[config.mk]
export PLATFORM = sky130hd
export DESIGN_NAME = axi_req_arbiter_ldmx
export DESIGN_NICKNAME = d
export VERILOG_FILES = /design/src/rtl/axi_req_arbiter_ldmx.sv
export SDC_FILE = /design/constraint.sdc
export NUM_CORES = 1
export LEC_CHECK = 0
export BUFFER_PORTS_ARGS = -buffer_cell sky130_fd_sc_hd__buf_2
export CORE_ASPECT_RATIO = 1.25
export CORE_MARGIN = 2
export CORE_UTILIZATION = 40
export CTS_BUF_LIST = sky130_fd_sc_hd__clkbuf_4
export CTS_CLUSTER_DIAMETER = 40
export DETAILED_ROUTE_END_ITERATION = 8
export PLACE_DENSITY = 0.72
export SYNTH_ARGS = -nofsm -noshare
export SYNTH_HDL_FRONTEND = slang
export SYNTH_SLANG_ARGS = --single-unit
[constraint.sdc]
create_clock -name axilClk -period 3.05 [get_ports axilClk]
set_input_delay 0 -clock axilClk [delete_from_list [all_inputs] [get_ports axilClk]]
set_output_delay 0 -clock axilClk [all_outputs]
set_load 0.01 [all_outputs]
[src/rtl/axi_req_arbiter_ldmx.sv]
// axi_req_arbiter_ldmx: two-requester round-robin arbiter onto one shared register-bus port.
// Optional WAIT timeout is enabled by defining AXI_ARB_TIMEOUT_EN.
`default_nettype none

module axi_req_arbiter_ldmx #(
  parameter int TIMEOUT_CYC = 255
) (
  input  logic        axilClk,
  input  logic        axilRstN,
  input  logic [1:0]  req_valid,
  input  logic [1:0]  req_write,
  input  logic [59:0] req_addr,
  output logic [1:0]  req_ack,
  output logic [1:0]  rsp_valid,
  input  logic [1:0]  rsp_ready,
  output logic [31:0] rsp_data,
  output logic        rsp_err,
  output logic [29:0] raddr,
  output logic [29:0] waddr,
  output logic        rstart,
  output logic        wstart,
  output logic        rready,
  output logic        bready,
  input  logic [31:0] rdata,
  input  logic [1:0]  rresp,
  input  logic [1:0]  bresp,
  input  logic        rvalid,
  input  logic        wready,
  input  logic        bvalid,
  output logic [7:0]  late_cnt
);

  typedef enum logic [1:0] {
    IDLE  = 2'd0,
    ISSUE = 2'd1,
    WAIT  = 2'd2,
    RESP  = 2'd3
  } state_t;

  state_t      state_q;
  logic        gnt_q;
  logic        last_q;
  logic        wr_q;
  logic [1:0]  req_ack_q;
  logic [1:0]  rsp_valid_q;
  logic [31:0] rsp_data_q;
  logic        rsp_err_q;
  logic [29:0] raddr_q;
  logic [29:0] waddr_q;
  logic        rstart_q;
  logic        wstart_q;
  logic [7:0]  late_q;
  logic [7:0]  late_d;

  logic        gnt_d;
  logic [29:0] addr_sel;
  logic        rd_match;
  logic        wr_match;
  logic        to_hit;
  logic        wait_done;
  logic [31:0] done_data;
  logic        done_err;
  logic [1:0]  late_inc;
  logic [8:0]  late_sum;

`ifdef AXI_ARB_TIMEOUT_EN
  logic [15:0] to_cnt_q;
  assign to_hit = (to_cnt_q + 16'd1) == 16'(TIMEOUT_CYC);
`else
  logic [15:0] unused_timeout;
  assign unused_timeout = 16'(TIMEOUT_CYC);
  assign to_hit = 1'b0;
`endif

  // Write completion is signalled by bvalid alone.
  logic unused_wready;
  assign unused_wready = wready;

  always_comb begin
    gnt_d     = (req_valid == 2'b11) ? ~last_q : ~req_valid[0];
    addr_sel  = gnt_d ? req_addr[59:30] : req_addr[29:0];
    rd_match  = (state_q == WAIT) && !wr_q && rvalid;
    wr_match  = (state_q == WAIT) && wr_q && bvalid;
    wait_done = rd_match || wr_match || ((state_q == WAIT) && to_hit);
    done_data = 32'hDEAD_BEEF;
    done_err  = 1'b1;
    if (rd_match) begin
      done_data = rdata;
      done_err  = |rresp;
    end else if (wr_match) begin
      done_data = '0;
      done_err  = |bresp;
    end
    // Every response beat not consumed as the awaited completion is late.
    late_inc = {1'b0, rvalid && !rd_match} + {1'b0, bvalid && !wr_match};
    late_sum = {1'b0, late_q} + {7'b0, late_inc};
    late_d   = late_sum[8] ? 8'hFF : late_sum[7:0];
  end

  always_ff @(posedge axilClk or negedge axilRstN) begin
    if (!axilRstN) begin
      state_q     <= IDLE;
      gnt_q       <= 1'b0;
      last_q      <= 1'b1;
      wr_q        <= 1'b0;
      req_ack_q   <= '0;
      rsp_valid_q <= '0;
      rsp_data_q  <= '0;
      rsp_err_q   <= 1'b0;
      raddr_q     <= '0;
      waddr_q     <= '0;
      rstart_q    <= 1'b0;
      wstart_q    <= 1'b0;
      late_q      <= '0;
`ifdef AXI_ARB_TIMEOUT_EN
      to_cnt_q    <= '0;
`endif
    end else begin
      late_q    <= late_d;
      req_ack_q <= '0;
      rstart_q  <= 1'b0;
      wstart_q  <= 1'b0;
      case (state_q)
        IDLE: begin
          if (|req_valid) begin
            gnt_q     <= gnt_d;
            last_q    <= gnt_d;
            wr_q      <= req_write[gnt_d];
            req_ack_q <= gnt_d ? 2'b10 : 2'b01;
            if (req_write[gnt_d]) begin
              wstart_q <= 1'b1;
              waddr_q  <= addr_sel;
            end else begin
              rstart_q <= 1'b1;
              raddr_q  <= addr_sel;
            end
            state_q <= ISSUE;
          end
        end
        ISSUE: begin
          state_q <= WAIT;
`ifdef AXI_ARB_TIMEOUT_EN
          to_cnt_q <= '0;
`endif
        end
        WAIT: begin
          if (wait_done) begin
            state_q     <= RESP;
            rsp_valid_q <= gnt_q ? 2'b10 : 2'b01;
            rsp_data_q  <= done_data;
            rsp_err_q   <= done_err;
            raddr_q     <= '0;
            waddr_q     <= '0;
          end
`ifdef AXI_ARB_TIMEOUT_EN
          else begin
            to_cnt_q <= to_cnt_q + 16'd1;
          end
`endif
        end
        RESP: begin
          if (rsp_ready[gnt_q]) begin
            rsp_valid_q <= '0;
            state_q     <= IDLE;
          end
        end
        default: state_q <= IDLE;
      endcase
    end
  end

  assign req_ack   = req_ack_q;
  assign rsp_valid = rsp_valid_q;
  assign rsp_data  = rsp_data_q;
  assign rsp_err   = rsp_err_q;
  assign raddr     = raddr_q;
  assign waddr     = waddr_q;
  assign rstart    = rstart_q;
  assign wstart    = wstart_q;
  assign rready    = 1'b1;
  assign bready    = 1'b1;
  assign late_cnt  = late_q;

endmodule

`default_nettype wire

==> results.txt, run 1 <==
* Cell Area, Placed: 6260 um2
- The post-route netlist has between 40% and 50% of its cells at a drive strength greater than 1.
- Headroom to the max-slew limit came out at 52.5%.
- Dominant combinational cell family by area after synthesis: multiplexers
- Counting both buffers and inverters, the worst setup path holds a total of 3.
- For this run, design rule violations remaining after detail routing come to 0.
- Setup repair after global routing left no endpoint under its margin.
- The clock passes through at most 2 buffers.
- The tightest min-delay check is of the primary input to register type.
- Max-cap viol count: 0
* Die height: between 100 and 150 um
* Total detailed-routing wirelength: between 10 and 15 mm
- The worst setup path is captured at a register.
- Traced cell by cell, the critical path runs through inv_1, ha_1, buf_4, nor2_1, a211o_1, a311oi_4, buf_12, mux2_4.
- Final setup violating endpoints: 0
* Post-CTS Setup Bufs: 0
- Global-route congestion overflow total: 0
* Synthesized-area fraction occupied by ao, oa, aoi and oai cells: 14.9%
* Multiplexer area fraction after synthesis: ~17%
* Floorplan die area: 13,500 um2
- In this run, synthesis produced a sequential element count of 112.
- The finished cells cover 7030 um2.
- Routed via count: between 4,000 and 5,000
- CTS built an H-tree with a depth of 3.
- Setup total negative slack on the finished layout was measured at 0 ps.
* Net Sw Power: about 2.6 mW
- Fraction of the core area covered by cells at the end of the flow: 57.5%
- Clock tree from TritonCTS: yes
- The synthesized netlist devotes 1.64% of its cell area to adder and majority cells.
- Status: complete, no violations
- Final critical-path required period: 2580 ps
- Sequential cells account for roughly 37% of the total power.
- The setup path with the least slack is of type register to register.
- Flip-flop cell with the highest count after synthesis: sky130_fd_sc_hd__dfrtp_1
- Maximum number of pins on one net before global-route repair: 60
- Synth warnings: 0
- The internal portion of the total power is 4.15 mW.
* Antenna diode count: 0
- Vias per std cell: 5.13
- Number of endpoints with negative hold slack in the final report: 0
* Top library cells by usage in the layout, fill and taps aside: 211 x sky130_fd_sc_hd__buf_2, 111 x sky130_fd_sc_hd__dfrtp_1, 64 x sky130_fd_sc_hd__dlygate4sd3_1, 34 x sky130_fd_sc_hd__a21oi_1, 34 x sky130_fd_sc_hd__nand3_1
- Pins over their slew limit: 0
* Wire length of the first global-routing pass: 22.6 mm
* Arrival time of the worst setup path: 2930 ps
* Clock power share: 10.6%
* Effective utilization at floorplan: 41.2%
- Clk_skew: 20.0 ps
- Post-CTS sizing: 0
- The final critical path takes up 84.6% of the cycle.
- Element type at the critical path start: register
- Counting distinct cell types in the post-synthesis netlist gives 39.
- Synthesis handed over a netlist of 410 instances.
* Detailed Routing Iterations Pass 1: 4
- Net switching is between 30% and 40% of the power.
- met2 is the most crowded layer.
- Global routing consumed, over all layers together, a little over a fifth of the routing resources.
* Slew at the pin with the worst max-slew slack: 712 ps
- At the worst endpoint, the required time is 3400 ps.
- Simple-Gate Fraction of Synth Area: under 10%
* Commonest non-fill, non-tap cell in the layout: sky130_fd_sc_hd__buf_2
- The count of nets left with antenna violations once routing finished came out at 0.
* Worst-path maximum fanout: 36
- Routability-driven placement finished with a final weighted congestion of 0.802.
* Clock slew at reported path FFs: 180 ps
- Die W: 104 um
* Clock latency on the worst-skew pair: 460 ps
- Sequential cell area fraction in the yosys report: between 50 and 60%
- Prior to clock tree synthesis, the placed netlist has a worst setup slack of 486 ps.
- Leak: about 3.6 nW
- Mean instance size in the synthesized netlist: 12.3 um2
- Net count of the finished layout: 786
* Achievable clock frequency: 387 MHz
* Met3 usage in global routing: under 10%
- Mapped Area: between 5000 and 6000 um2
* Number of standard-cell rows in the floorplan: 45
* Minimum setup slack in the final design: 469 ps
- Global-route track usage on met1: 25.1%
- Largest incremental delay on the critical path: roughly 420 ps
* Sinks on the clock net: approximately 110
- Count of buffers from port buffering: 212
* CP delay by family, top: buffers and inverters
- Vias in the first global route: 4,516
- Yosys mapped a number of flops with a built-in enable equal to 0.
- The tree is rooted in a sky130_fd_sc_hd__clkbuf_4.
- Number of antenna violations at the first check in global routing: 0
* Estimated wirelength of the detail-placed design: 9.36 mm
- Counting the buffers created by CTS gives 9.
* Average wire per cell in the routed design: 16.9 um
- Crit path max-delay cell type: sky130_fd_sc_hd__dfrtp_1
- Share of synthesized flip-flops with an asynchronous set or reset: 100%
- Power Density: 957 nW/um2
- In this run the count of I/O pins placed on the die edge is around 220.
- Combinational share of power: 52.4%
* Peak supply drop: 0.351 mV
- The total area inside the core boundary comes to 12,200 um2.
- Area Growth Syn to Fin: 39.5%
* Met2 Resource Use GR: 37.4%
- For this block, the initial DRC count from the detailed router was 215.
- After Yosys synthesis, XOR and XNOR cells account for 0.522% of the synthesized area.
[sequential cells by signal, indices dropped and copies added, names as in the netlist, 2 cells and up]
register   count
late_cnt       8
raddr         30
req_ack        2
rsp_data      32
rsp_valid      2
state_q        2
waddr         30
[repair_timing]
action | CTS | global route
hold endpoints to repair | 120 | 1
endpoints found under the setup margin | 0 | 0
hold buffers | 63 | 1
[cells by family after synthesis]
logic type,after synthesis
AO/OA/AOI/OAI,114
adder cells (fa/ha/maj),6
buffers and inverters,41
AND/OR/NAND/NOR,68
XOR/XNOR,3
multiplexers,65
other,1
flip-flops,112
[metrics by stage]
stage / instances / hold slack, ps / power, mW
5_1_grt: 842 / 5.19 / 7.18
2_1_floorplan: 411 / -296 / 4.81
3_5_place_dp: 762 / 99.3 / 5.96
6_report: 842 / 36.8 / 6.73
4_1_cts: 841 / 0.672 / 6.78
3_3_place_gp: 762 / 85.4 / 5.83
[power by group through the flow]
stage               sequential (mW)  combinational (mW)  clock (mW)
floorplan                      2.73                2.08           0
global placement               2.49                3.34           0
detailed placement             2.51                3.45           0
CTS                            2.49                3.54       0.739
global route                   2.57                3.82       0.789
finish                         2.49                3.52       0.710
[worst min-delay path, stage by stage]
cell and delay, ps:
sky130_fd_sc_hd__buf_2 70, sky130_fd_sc_hd__nand3_1 60, sky130_fd_sc_hd__a21oi_1 180, sky130_fd_sc_hd__mux2_2 170
[synth_stat cells (3+ instances only)]
library cell | count | area share [%]
sky130_fd_sc_hd__mux2_2 | 32 | 7.2
sky130_fd_sc_hd__a22o_1 | 32 | 5.6
sky130_fd_sc_hd__ha_1 | 5 | 1.2
sky130_fd_sc_hd__clkbuf_1 | 24 | 1.8
sky130_fd_sc_hd__o21a_1 | 3 | 0.45
sky130_fd_sc_hd__nor2_1 | 10 | 0.75
sky130_fd_sc_hd__and3_1 | 4 | 0.50
sky130_fd_sc_hd__a21oi_1 | 34 | 3.4
sky130_fd_sc_hd__nand3_1 | 34 | 3.4
sky130_fd_sc_hd__inv_1 | 6 | 0.45
sky130_fd_sc_hd__nor2b_1 | 3 | 0.37
sky130_fd_sc_hd__o21ai_0 | 32 | 3.2
sky130_fd_sc_hd__mux2i_1 | 3 | 0.60
sky130_fd_sc_hd__dfrtp_1 | 111 | 55
sky130_fd_sc_hd__buf_2 | 5 | 0.50
sky130_fd_sc_hd__nand2b_1 | 5 | 0.62
sky130_fd_sc_hd__nand2_1 | 8 | 0.60
sky130_fd_sc_hd__mux2_4 | 30 | 8.9
sky130_fd_sc_hd__buf_6 | 3 | 0.67
[layout make-up]
type / count / area (um2)
Sequential cell: 112 / 2800
Timing Repair Buffer: 286 / 1820
Clock inverter: 7 / 61.3
Fill cell: 1017 / 5190
Inverter: 6 / 22.5
Tap cell: 164 / 205
Multi-Input combinational cell: 258 / 2050
Clock buffer: 9 / 67.6
[routing by layer]
metal,vias up,wire length (um)
met4,0,286
met3,25,1100
met1,2089,5770
li1,2000,-
met5,-,0
met2,208,7040
[final timing paths]
path,start,to,slack (ps),cells after the start
setup / recovery,state_q[0],raddr[19],470,8
hold / removal,req_addr[15],waddr[15],40,4
setup reg to reg,state_q[0],raddr[19],470,8
hold reg to reg,rsp_err,rsp_err,520,2
max in group asynchronous,axilRstN,gnt_q,2180,3
min in group asynchronous,axilRstN,waddr[28],100,2
Power figures use the tool's default switching activity.
==> run 2, diff against run 1 <==
--- a/config.mk
+++ b/config.mk
@@ -5,6 +5,7 @@
 export SDC_FILE = /design/constraint.sdc
 export NUM_CORES = 1
 export LEC_CHECK = 0
+export ABC_AREA = 1
 export BUFFER_PORTS_ARGS = -buffer_cell sky130_fd_sc_hd__buf_2
 export CORE_ASPECT_RATIO = 1.25
 export CORE_MARGIN = 2
@@ -12,7 +13,7 @@
 export CTS_BUF_LIST = sky130_fd_sc_hd__clkbuf_4
 export CTS_CLUSTER_DIAMETER = 40
 export DETAILED_ROUTE_END_ITERATION = 8
-export PLACE_DENSITY = 0.72
+export PLACE_DENSITY = 0.71
 export SYNTH_ARGS = -nofsm -noshare
 export SYNTH_HDL_FRONTEND = slang
 export SYNTH_SLANG_ARGS = --single-unit
==> constraint.sdc (replaced) <==
create_clock -name axilClk -period 2.5 [get_ports axilClk]
set_input_delay 0 -clock axilClk [delete_from_list [all_inputs] [get_ports axilClk]]
set_output_delay 0 -clock axilClk [all_outputs]
set_load 0.01 [all_outputs]
==> results.txt, run 2 <==
- Routability-driven placement finished with a final weighted congestion of around 0.86.
* Dominant combinational cell family by area after synthesis: simple AND/OR/NAND/NOR gates
- Count leader, synth: sky130_fd_sc_hd__nand2_1
- The pre-antenna-repair detailed-routing pass consisted of 4 iterations.
* Residual antenna-violating net count after detailed routing: 0
* Number of antenna violations at the first check in global routing: 2
- Top cell types by occurrence after synthesis: 242 x sky130_fd_sc_hd__nand2_1, 133 x sky130_fd_sc_hd__nand3_1, 111 x sky130_fd_sc_hd__dfrtp_1, 50 x sky130_fd_sc_hd__inv_1, 41 x sky130_fd_sc_hd__nor2_1
* R2r startpoint: state_q[0]
- IR analysis of the VDD net gives a maximum drop of 0.556 mV.
* Netlist cell types: 28
* Commonest non-fill, non-tap cell in the layout: sky130_fd_sc_hd__nand2_1
- Clock latency on the worst-skew pair: 480 ps
- Setup TNS: 0 ps
- Count of placed standard cells in the final layout, fillers left out: 1,167
- Clock tree synthesis selected as its root buffer the cell sky130_fd_sc_hd__clkbuf_4.
* Number of enable flip-flop cells after synthesis: 0
* Area Growth Syn to Fin: 43.1%
- The net count of the finished layout is 1,102.
- Total detailed-routing wirelength: 15.6 mm
- Mapped Area: 5390 um2
- Based on the critical path, the design can be clocked at up to 438 MHz.
- For this design the static power due to leakage is 4.49 nW.
- Global-route congestion overflow total: 0
- The post-route netlist has 25.9% of its cells at a drive strength greater than 1.
- sky130_fd_sc_hd__dfrtp_1 takes more of the synthesized area than any other cell.
* Initial detailed-routing violation count: between 200 and 300
- Die W: 108 um
- Clock-pin slew was measured on the worst setup and hold paths at 170 ps.
* Classification of the worst-slack hold path: primary input to register
- The final hold violation count is 0.
- Count of buffers from port buffering: 212
- Pin placement for this block handled 216 I/O pins.
- TritonCTS created 9 clock buffers.
* Post-route worst hold slack: 63.7 ps
- The floorplan step set the die height to 134 um.
- Of the synthesized area, sequential elements account for 52.0%.
- For this run, the leading register cell type out of synthesis is sky130_fd_sc_hd__dfrtp_1.
- At the worst endpoint, the arrival time is 2650 ps.
- Element type at the critical path start: register
- Summing the areas of all and, or, nand and nor instances in the mapped netlist gives 33.8% of the synthesized area.
- The worst register-to-register path has a setup slack of 220 ps.
- Summing the areas of all compound-gate instances in the mapped netlist gives around 4.2% of the synthesized area.
- Top post-synthesis cells by area: sky130_fd_sc_hd__dfrtp_1 52%, sky130_fd_sc_hd__nand2_1 17%, sky130_fd_sc_hd__nand3_1 12%
- The floorplan has 47 rows.
- With fillers left out, the area of the finished cells amounts to roughly 7700 um2.
* Filler cell count in the final layout: 1,197
- In this run the biggest area consumer among cell types represents 51.5% of the synthesized area.
- Slew at the pin with the worst max-slew slack: 963 ps
- The worst register-to-register path has a depth of 9.
- Summing all flip-flop and latch instances after layout gives about 2800 um2.
- STA classifies the critical path endpoint as a register.
- Counting every sink on the clock net gives 112.
* Cell Area, Placed: about 6600 um2
- Entering global routing, the biggest net connects 60 pins.
* Top library cells by usage in the layout, fill and taps aside: 242 x sky130_fd_sc_hd__nand2_1, 211 x sky130_fd_sc_hd__buf_2, 133 x sky130_fd_sc_hd__nand3_1, 111 x sky130_fd_sc_hd__dfrtp_1, 101 x sky130_fd_sc_hd__dlygate4sd3_1
- After Yosys synthesis, full adders, half adders and majority gates account for 1.53% of the synthesized area.
- The HPWL after detailed placement is 10.4 mm.
- The clock arrives with 35.3 ps of skew.
- In this run, synthesis produced a sequential element count of 112.
- The longest clock path from root to sink contains 2 buffers.
- Unrepaired setup endpoints after global routing: false
* Final critical-path required period: 2280 ps
* Placeable core area: 13,200 um2
- In this run the worst path has a maximum fanout of 35.
* Clock tree from TritonCTS: yes
- Once placement completed, the tool counted placed cells totaling 1,048.
- Multiplexer area fraction after synthesis: 0%
- The critical path is of the register to register type.
* Share of synthesized flip-flops with an asynchronous set or reset: 100%
- The via count of the first global-routing pass came to 5,310.
* Post-Syn Instances: 691
- Floorplan die area: 14,400 um2
* Power Density: 1130 nW/um2
- GR Util All Layers: 21.7%
- Pins over their slew limit: 0
- Data on the critical path is required at its endpoint by 2870 ps.
- Crit path from: state_q[0]
* Total area of multi-input combinational cells: 2140 um2
* Max H-tree Level: 3
- During synthesis, Yosys emitted a total of 0 warnings.
- Vias per std cell: between 4 and 5
* Max-cap viol count: 0
- Worst reg2reg path endpoint: rsp_err
- Average wire per cell in the routed design: between 10 and 15 um
- Once the floorplan was initialized, standard cells occupied 40.7% of the core.
- Post-CTS Setup Bufs: 0
- Post-detailed-route DRC marker count: 0
* Flip-flop count of the largest register, all copies and words added: 32
- The first global-routing pass estimated around 25 mm of wire.
* Area share of xor/xnor cells in the synthesized design: 0%
* Final setup violating endpoints: 0
- In this run the worst setup path terminates at rsp_err.
* Ratio of final minimum period to clock period: 91.2%
- After synthesis, the mean cell area works out to 7.80 um2.
* Routed via count: 5,657
* Worst rel slew slack: 35.7%
- The run finished with clean final reports.
[run 2: cell types whose count changed in the layout (fill, tap and decap cells not counted), sizes merged, moves of 4 or more]
| cell | before | now |
|---|---|---|
| nand2 | 8 | 244 |
| o21ai | 32 | 9 |
| dlygate4sd3 | 64 | 101 |
| inv | 11 | 56 |
| a22o | 32 | 0 |
| buf | 222 | 232 |
| and3 | 4 | 0 |
| nand2b | 5 | 0 |
| nand3 | 34 | 136 |
| nor2 | 10 | 41 |
| mux2 | 62 | 0 |
[run 2: kinds of logic after synthesis]
kind of cell,after synthesis
compound gates,44
simple gates,429
buf+inv,99
fa+ha+maj,6
flops,112
other cells,1
[run 2: how the worst min path moves through the flow]
stage	end	slack, ps	depth (start not counted)	startpoint
global placement	waddr[4]	130	1	axilRstN
global route	rsp_valid[1]	100	6	bvalid
CTS	state_q[1]	30	5	rsp_ready[1]
floorplan	gnt_q	-300	0	axilRstN
finish	rsp_valid[1]	60	6	bvalid
detailed placement	waddr[6]	140	1	axilRstN
[run 2: routing by layer]
metal / vias to the layer above / part of all wire [%] / GRT usage, %
met5: - / 0 / 0
met3: 48 / 6.7 / 5.15
met2: 219 / 49 / 37.5
met4: 0 / 4.0 / 10.4
met1: 2598 / 40 / 25.2
li1: 2792 / - / -
[run 2: worst max-delay path, stage by stage, from the launching register on]
cell and delay (ps):
sky130_fd_sc_hd__dfrtp_1 400, sky130_fd_sc_hd__inv_1 80, sky130_fd_sc_hd__ha_1 220, sky130_fd_sc_hd__buf_4 170, sky130_fd_sc_hd__nand3_2 110, sky130_fd_sc_hd__buf_4 330, sky130_fd_sc_hd__o21ai_0 150, sky130_fd_sc_hd__o31ai_1 100
sky130_fd_sc_hd__dlygate4sd3_1 600, sky130_fd_sc_hd__nand2_1 50
[run 2: cell type report]
class	count	area share, %
clock inverters	7	0.811
diodes	2	0.0649
flip-flops and latches	112	36.4
inverters	52	2.53
repair buffers	333	28.8
clock buffers	9	0.876
well taps	171	2.77
multi-input cells	481	27.7
[run 2: timing repair]
item,CTS,global route
endpoints found under the hold margin,157,0
resized for setup,0,0
hold buffers,101,0
[run 2: where the power goes]
part	total (mW)	internal, mW	switching (mW)
sequential	3.12	2.67	0.450
combinational	4.69	1.89	2.80
clock	0.865	0.229	0.637
[run 2: stage by stage]
stage | setup slack, ps | total power, mW | util [%]
after floorplan | 333 | 5.92 | -
after global placement | 323 | 7.37 | 49.6
after detailed placement | 276 | 7.48 | 49.6
after CTS | 203 | 8.73 | 58.2
after global routing | 37.8 | 9.49 | 58.3
final | 219 | 8.68 | 58.3
==> run 3, diff against run 2 <==
--- a/config.mk
+++ b/config.mk
@@ -7,13 +7,15 @@
 export LEC_CHECK = 0
 export ABC_AREA = 1
 export BUFFER_PORTS_ARGS = -buffer_cell sky130_fd_sc_hd__buf_2
+export CAP_MARGIN = 20
 export CORE_ASPECT_RATIO = 1.25
 export CORE_MARGIN = 2
 export CORE_UTILIZATION = 40
 export CTS_BUF_LIST = sky130_fd_sc_hd__clkbuf_4
 export CTS_CLUSTER_DIAMETER = 40
 export DETAILED_ROUTE_END_ITERATION = 8
-export PLACE_DENSITY = 0.71
+export PLACE_DENSITY = 0.74
+export SLEW_MARGIN = 20
 export SYNTH_ARGS = -nofsm -noshare
 export SYNTH_HDL_FRONTEND = slang
 export SYNTH_SLANG_ARGS = --single-unit
==> constraint.sdc (replaced) <==
create_clock -name axilClk -period 1.95 [get_ports axilClk]
set_input_delay 0 -clock axilClk [delete_from_list [all_inputs] [get_ports axilClk]]
set_output_delay 0 -clock axilClk [all_outputs]
set_load 0.01 [all_outputs]
==> results.txt, run 3 (same netlist as run 2, synthesis figures left out) <==
* Reg-to-reg setup timing slack: 60 ps
- Estimated wirelength of the detail-placed design: 10.6 mm
* Achievable clock frequency: 528 MHz
- Measured along the x axis, the die boundary spans 108 um.
- Wire length of the first global-routing pass: 27.4 mm
* Net count of the finished layout: 1,109
* Post-detailed-route DRC marker count: 0
- Of the total power, the share spent switching nets is between 40% and 50%.
- Slew at the pin with the worst max-slew slack: between 600 and 700 ps
- Max H-tree Level: 3
- Peak supply drop: around 0.60 mV
* Clock slew at reported path FFs: 170 ps
* Effective utilization at floorplan: between 40% and 50%
- Clk_skew: 16.7 ps
* Detailed Routing Iterations Pass 1: 5
* Critical setup path kind: register to register
* Clock tree from TritonCTS: yes
- Floorplan die area: 14,400 um2
* Element type at the critical path start: register
* Leak: 4.56 nW
* Number of endpoints with negative hold slack in the final report: 0
* Clk root buf: sky130_fd_sc_hd__clkbuf_4
- Routability-driven placement congestion ratio: 0.801
* Net Sw Power: approximately 5.1 mW
- Flop pwr share: 35.8%
- For this run, the total global-route usage over all layers was measured as 23.9%.
* Sinks on the clock net: 112
- Combinational cells account for between 50% and 60% of the total power.
* Power Density: 1430 nW/um2
* Vias per std cell: 4.96
- Classification of the worst-slack hold path: primary input to register
- Clock latency on the worst-skew pair, taken at its later pin, is 470 ps.
- Count of buffers from port buffering: 212
* Final setup violating endpoints: 0
- The number of antenna violations at the first check in global routing came to 1.
- Fill cells in the final layout number 1,124.
- Routed via count: 5,819
* Max-cap viol count: 0
* Vias in the first global route: 5,758
* Setup crit end kind: register
* Area Growth Syn to Fin: 46.9%
- The run finished with clean final reports.
* Maximum count of clock buffers along a single path: 2
- The internal power of the cells totals 6.20 mW.
- The final critical path takes up 97.2% of the cycle.
* Commonest non-fill, non-tap cell in the layout: sky130_fd_sc_hd__nand2_1
* Total detailed-routing wirelength: roughly 18 mm
* Residual antenna-violating net count after detailed routing: 0
* Worst-path maximum fanout: 8
- After routing, the total negative slack on setup checks comes to 0 ps.
- Average wire per cell in the routed design: ~15 um
* Arrival time of the worst setup path: 2260 ps
- Data required time of the critical path: 2310 ps
- Minimum setup slack in the final design: approximately 55 ps
- At the placement stage, the worst setup path has a slack of -27.5 ps.
- Across all hold checks on the routed design, the worst slack comes to 60.1 ps.
- Clock power share: 10.2%
* Unrepaired setup endpoints after global routing: true
- Of the cells placed in the final design, the portion with a size suffix greater than 1 is 27.4%.
- Cells fill 59.8% of the core in the end.
- After the first detailed-routing iteration, the DRC count stood at 363.
- Die height: between 100 and 150 um
- Top library cells by usage in the layout, fill and taps aside: 240 x sky130_fd_sc_hd__nand2_1, 211 x sky130_fd_sc_hd__buf_2, 133 x sky130_fd_sc_hd__nand3_1, 111 x sky130_fd_sc_hd__dfrtp_1, 102 x sky130_fd_sc_hd__dlygate4sd3_1
* Io pins: 216
* Flip-flop count of the largest register, all copies and words added: 32
- Number of standard-cell rows in the floorplan: 47
- Pins over their slew limit: 0
- Worst rel slew slack: 59.3%
- The core region is about 13,000 um2.
- Global-route congestion overflow total: 0
- CTS Buf Count: 9
- Final critical-path required period: 1890 ps
- Entering global routing, the biggest net connects 46 pins.
[run 3: cell types whose count changed in the layout (fill, tap and decap cells not counted), moves of 2 or more]
cell,change
sky130_fd_sc_hd__ha_1,-3
sky130_fd_sc_hd__inv_8,-2
sky130_fd_sc_hd__o21ai_1,+2
sky130_fd_sc_hd__buf_12,+4
sky130_fd_sc_hd__clkinvlp_4,+2
sky130_fd_sc_hd__inv_6,-2
sky130_fd_sc_hd__nand2_1,-2
sky130_fd_sc_hd__nand2_4,+2
sky130_fd_sc_hd__buf_8,+2
sky130_fd_sc_hd__nor3_1,-2
sky130_fd_sc_hd__o21ai_0,-2
sky130_fd_sc_hd__clkbuf_4,+2
sky130_fd_sc_hd__ha_4,+2
[run 3: worst max-delay path, cell delays in order, from the launching register on]
cell,delay (ps)
sky130_fd_sc_hd__dfrtp_1,420
sky130_fd_sc_hd__inv_2,100
sky130_fd_sc_hd__ha_4,170
sky130_fd_sc_hd__a21oi_4,60
sky130_fd_sc_hd__fa_2,380
sky130_fd_sc_hd__ha_4,180
sky130_fd_sc_hd__nand2_4,80
sky130_fd_sc_hd__nor3_4,40
sky130_fd_sc_hd__and2_4,160
sky130_fd_sc_hd__nand2_4,100
sky130_fd_sc_hd__o21ai_0,110
[run 3: path summary, 6_finish.rpt]
kind,start,cells after the start,end
max,state_q[0],10,late_cnt[2]
max in group asynchronous,axilRstN,3,last_q
min,rsp_ready[1],5,state_q[1]
min reg2reg,waddr[11],2,waddr[11]
max reg2reg,state_q[0],10,late_cnt[2]
min in group asynchronous,axilRstN,2,rsp_data[4]
[run 3: cell type report]
| class | instances | area (um2) | share of cell area (%) |
|---|---|---|---|
| sequential | 112 | 2800 | 35.4 |
| timing repair buffer | 340 | 2340 | 29.6 |
| multi-input combinational | 481 | 2220 | 28.0 |
| tap | 171 | 214 | 2.70 |
| inverter | 52 | 195 | 2.47 |
| clock buffer | 11 | 82.6 | 1.04 |
| clock inverter | 5 | 57.6 | 0.727 |
| antenna | 1 | 2.50 | 0.0316 |
[run 3: through the flow]
stage	area [um2]	power [mW]	cells
after floorplan	5430	7.63	692
after global placement	6660	9.63	1050
after detailed placement	6660	9.81	1050
after CTS	7830	11.2	1170
after global routing	7920	12.3	1173
final	7920	11.3	1173
[run 3: metal layers]
metal  vias to the layer above  GRT usage, %  part of all wire (%)
li1                       2797             -                     -
met1                      2714          27.3                    39
met2                       263          42.4                    51
met3                        45          5.69                   6.7
met4                         0          10.3                   3.1
met5                         -             0                     0
[run 3: power groups by stage]
stage	sequential (mW)	clock [mW]	combinational, mW
floorplan	4.54	0	3.09
global placement	4.06	0	5.57
detailed placement	4.08	0	5.73
CTS	4.03	1.22	5.91
global route	4.17	1.30	6.81
finish	4.05	1.16	6.10
[run 3: what timing repair did]
action,CTS,global route
setup buffers,2,2
setup endpoints to repair,8,68
gates resized for setup,0,16
endpoints found under the hold margin,213,0
pin swaps,0,3
hold buffers,102,0
